==> src/rtl/bitplane_shifter_pkg.sv <==
// Shared constants for the Denise bitplane path: fetch-mode encodings and pixel-rate modes.
// The parent bitplane block imports this package as well.
package bitplane_shifter_pkg;

    localparam logic [1:0] FMODE_16  = 2'b00;
    localparam logic [1:0] FMODE_32A = 2'b01;
    localparam logic [1:0] FMODE_32B = 2'b10;
    localparam logic [1:0] FMODE_64  = 2'b11;

    typedef enum logic [1:0] {LORES, HIRES, SHRES} pix_mode_t;

    // Only the fetched width of a plane word carries pixels; the rest is forced to zero.
    function automatic logic [63:0] fetch_mask(input logic [1:0] fm);
        logic [63:0] m;
        case (fm)
            FMODE_16:             m = 64'hFFFF_0000_0000_0000;
            FMODE_32A, FMODE_32B: m = 64'hFFFF_FFFF_0000_0000;
            default:              m = '1;
        endcase
        return m;
    endfunction

endpackage

==> src/rtl/bitplane_shifter.sv <==
// One bitplane's parallel-to-serial shifter followed by a 64-stage scroll delay line.
// The delay-line tap is picked per pixel mode from the playfield scroll value.
import bitplane_shifter_pkg::*;

module bitplane_shifter (
    input  logic        clk,
    input  logic        reset,
    input  logic        clk7_en,
    input  logic        c1,
    input  logic        c3,
    input  logic        load,
    input  logic        hires,
    input  logic        shres,
    input  logic [1:0]  fmode,
    input  logic        aga,
    input  logic [63:0] data_in,
    input  logic [7:0]  scroll,
    output logic        out
);

    pix_mode_t   w_mode;
    logic [1:0]  w_fmode_e;
    logic        w_shift;
    logic        w_load;
    logic [63:0] w_load_data;
    logic [5:0]  w_select;

    logic [63:0] r_shifter;
    logic [63:0] r_scroller;

    always_comb begin
        w_mode = LORES;
        if (shres && aga)
            w_mode = SHRES;
        else if (hires)
            w_mode = HIRES;
    end

    assign w_fmode_e   = aga ? fmode : FMODE_16;
    assign w_load      = clk7_en & load;
    assign w_load_data = data_in & fetch_mask(w_fmode_e);

    always_comb begin
        w_shift = 1'b0;
        case (w_mode)
            SHRES:   w_shift = 1'b1;
            HIRES:   w_shift = (c1 == c3);
            default: w_shift = ~c1 & ~c3;
        endcase
    end

    // Scroll is in super-hires units; slower modes drop the sub-pixel LSBs.
    always_comb begin
        w_select = scroll[7:2];
        case (w_mode)
            SHRES:   w_select = scroll[5:0];
            HIRES:   w_select = scroll[6:1];
            default: w_select = scroll[7:2];
        endcase
    end

    always_ff @(posedge clk or posedge reset) begin
        if (reset)
            r_shifter <= '0;
        else if (w_load)
            r_shifter <= w_load_data;
        else if (w_shift)
            r_shifter <= {r_shifter[62:0], 1'b0};
    end

    // Keeps shifting on a load cycle, taking the outgoing bit of the old word.
    always_ff @(posedge clk or posedge reset) begin
        if (reset)
            r_scroller <= '0;
        else if (w_shift)
            r_scroller <= {r_scroller[62:0], r_shifter[63]};
    end

    assign out = r_scroller[w_select];

endmodule

==> config.mk <==
export PLATFORM = sky130hd
export DESIGN_NAME = bitplane_shifter
export DESIGN_NICKNAME = d
export VERILOG_FILES = /design/src/rtl/bitplane_shifter_pkg.sv /design/src/rtl/bitplane_shifter.sv
export SDC_FILE = /design/constraint.sdc
export NUM_CORES = 1
export LEC_CHECK = 0
export BUFFER_PORTS_ARGS = -buffer_cell sky130_fd_sc_hd__buf_2
export CAP_MARGIN = 10
export CORE_MARGIN = 10
export CORE_UTILIZATION = 48
export CTS_CLUSTER_SIZE = 24
export DETAILED_ROUTE_END_ITERATION = 10
export PLACE_DENSITY = 0.68
export SLEW_MARGIN = 20
export SYNTH_ARGS = -nofsm -noshare
export SYNTH_HDL_FRONTEND = slang
export SYNTH_SLANG_ARGS = --single-unit
==> constraint.sdc <==
create_clock -name clk -period 7.7 [get_ports clk]
set_clock_uncertainty 0.15 [all_clocks]
set_input_delay 0.77 -clock clk [delete_from_list [all_inputs] [get_ports clk]]
set_output_delay 0.77 -clock clk [all_outputs]
set_load 0.02 [all_outputs]
==> key figures <==
Outcome
  • Status: complete, no violations

GRT
  • First-pass GRT wire length: 22500 microns
  • GRT Resource Usage Total: 15.5%
  • Initial antenna violation count: 0
  • GRT overflow: 0
  • Number of global-route vias before repair: 4739
  • Largest net degree at the start of global routing: 102

Placed design
  • DP Area: 6550 sq um
  • IO Port Bufs: 83
  • RD Place Congestion: 0.850
  • Pre-CTS WS: 3.70 ns
  • Post-DP HPWL: 8670 microns

Setup path
  • Crit Path Max Fanout: 26
  • Reg2reg setup slack: 6.71 ns
  • Setup CP Type: primary input to output pin
  • Crit start category: primary input
  • RR Endpoint: r_shifter[41]$_DFFE_PP0P_
  • Worst r2r src: r_shifter[40]$_DFFE_PP0P_
  • CP arrival: 3.08 ns
  • R2R depth: 2
  • Critical Path RT: 6.78 ns
  • Critical Path Sink: out
  • Critical Path Start: aga
  • Element type at the critical path end: output pin

Clock network
  • Clk_lat worst skew: 0.42 ns
  • Clock-pin slew on the worst setup and hold paths: 0.06 ns
  • Root Buffer: clkbuf_16
  • CTS-repair resized insts: 0
  • CTS tree: done
  • Total clock sinks: 128
  • TritonCTS buffer count: 17
  • Clock Path Buffers: 2
  • Hold_buf cts: 0
  • CTS HTree Levels: 4
  • Setup Buffers After CTS: 0

Timing
  • Unrepaired setup endpoints after global routing: false
  • Max-slew violations: 0
  • Period minus WS final: 4.00 ns
  • Post-Route Setup TNS: 0 ns
  • Worst setup margin: 3.70 ns
  • Fmax: 250 MHz
  • Final hold slack: 0.330 ns
  • Slew @ Worst Pin: 0.976 ns
  • Final Hold Viols: 0
  • # setup viols final: 0
  • Fin crit share: 51.9%
  • Slew HR: 34.9%

Pwr
  • Pwr dens: 283 nW/um^2
  • Leakage: 0.00332 uW
  • Peak VDD IR: 158 uV

Final layout
  • Fill cell count: 1053
  • Area occupied by multi-input gates: 2660 sq um
  • Fin area: 7130 sq um
  • Register area: 3200 sq um
  • Fin util: 58.6%
  • Fraction of layout cells with a size suffix above 1: 29.5%
  • Nets: 731
  • Area delta synth->final: 18.0%
  • # diodes: 0

Route
  • Final ANT Viol Nets: 0
  • Drt pass-1 iters: 5
  • DRC: 0
  • Vias: 4544
  • Via density: 5.49
  • 1st-iter DRT viols: 353
  • WL/cell: 15.7 microns
  • Routed wire length: 13000 microns

Yosys
  • Proportion of netlist area held by the largest area contributor: 53.0%
  • Mapped cell area: 6040 sq um
  • #FFs+latches synth: 128
  • Largest family of logic cells by synthesized area: multiplexers
  • Sequential fraction of the synthesis area: 53.0%
  • Mux share of post-synthesis cell area: 20.8%
  • Synth Area in Simple Gates: 10.0%
  • Post-Synthesis Net Count: 663
  • Synth Area in Adders: 0.207%
  • Mapped Cells: 579
  • Compound-Gate Fraction of Synth Area: 12.7%
  • Leading area contributor after synthesis: dfrtp_1
  • Netlist cell types: 34
  • Syn Area/Cell: 10.4 sq um
  • Synth warnings: 0
  • Area contributors post-synth: dfrtp_1 (53%), mux2_2 (12%), mux2i_1 (7.0%), o21ai_0 (5.5%), nand2_1 (5.4%)
  • Xor/xnor cell area share of the yosys netlist: 0%

Min path
  • Min-delay worst type: primary input to asynchronous set/reset pin

Floorplanning
  • Initial core utilization: 49.7%
  • Placement Rows: 40
  • Core footprint: 12200 sq um
  • Die Height: 132 microns
  • Chip width: 132 microns
  • I/O pin cnt: 84
  • Die Area: 17500 sq um

Job
  • Max-cap viol count: 0
==> area by class of cell <==
class                           count  area share (%)
Tap cell                          168            2.95
Sequential cell                   128            44.9
Timing Repair Buffer               89            6.51
Clock inverter                     11            1.49
Inverter                            4           0.246
Multi-Input combinational cell    407            37.3
Clock buffer                       21            6.60
==> cell families (layout without fill, tap and decap cells) <==
logic type | after synthesis | in the layout
simple gates | 153 | 153
compound gates | 141 | 141
flops | 128 | 128
mux | 112 | 112
buf+inv | 44 | 125
fa+ha+maj | 1 | 1
==> state kept, by name, summed over array words and instances (netlist names) <==
name	cells
r_scroller	64
r_shifter	64
==> metrics by stage <==
step	power, uW	std cells
4_1_cts	2040	828
3_5_place_dp	1260	796
5_1_grt	2130	828
2_1_floorplan	1160	579
6_report	2020	828
3_3_place_gp	1240	796
==> worst min-delay path by stage <==
stage / start / cells after the start / endpoint / slack, ns
after global routing: reset / 2 / r_shifter[50]$_DFFE_PP0P_ / 0.39
after floorplan: r_scroller[63]$_DFFE_PP0P_ / 1 / r_scroller[63]$_DFFE_PP0P_ / 0.33
after detailed placement: r_shifter[63]$_DFFE_PP0P_ / 1 / r_scroller[0]$_DFFE_PP0P_ / 0.35
after global placement: r_shifter[63]$_DFFE_PP0P_ / 1 / r_scroller[0]$_DFFE_PP0P_ / 0.34
final: reset / 2 / r_shifter[50]$_DFFE_PP0P_ / 0.33
after CTS: reset / 2 / r_shifter[50]$_DFFE_PP0P_ / 0.36
==> metal layers <==
layer / part of all wire (%) / GRT usage, % / up-vias
li1: - / - / 2166
met1: 45 / 19.6 / 2218
met2: 47 / 23.5 / 141
met3: 6.6 / 5.79 / 19
met4: 1.7 / 5.99 / 0
met5: 0 / 0 / -
==> worst max-delay path: stages <==
cell      delay [ns]
buf_2           0.16
and2_1          0.38
o21a_1          0.18
buf_4           0.36
mux4_2          0.56
a211oi_2        0.22
nand3_1         0.09
and4_1          0.20
buf_2           0.16
==> report_power, final <==
| group | switching (uW) | internal (uW) |
|---|---|---|
| registers | 94.2 | 817 |
| clock network | 297 | 471 |
| logic | 163 | 175 |
| total | 554 | 1460 |
==> synthesized netlist by cell type (all sizes together) <==
cell type and count:
nand2 87, nand3b 1, a22oi 5, dfrtp 128, nand2b 1, buf 17
nor2 55, nor3 1, a211oi 1, nand4b 1, mux4 4, clkbuf 23
a22o 1, and4 2, a32oi 5, a21oi 55, mux2i 42, and2 2
a31oi 2, mux2 66, inv 4, ha 1, nand3 2, o21ai 67
o211a 1, nand4 1, o22ai 1, o21a 1, a32o 2
==> cells in the final DEF (no fill, tap or decap), types with 3 or more instances in the layout <==
cell type	Yosys	routed
clkbuf_8	0	3
inv_1	4	3
a21oi_1	55	55
nand2_1	87	87
mux2i_1	42	41
clkinvlp_4	0	3
buf_4	1	5
clkinv_4	0	3
nor2_1	55	54
mux2_2	65	65
mux4_2	4	4
a22oi_1	5	5
dfrtp_1	128	128
o21ai_0	66	66
a32oi_1	5	5
buf_2	14	83
clkbuf_16	0	17
Power figures use the tool's default switching activity.
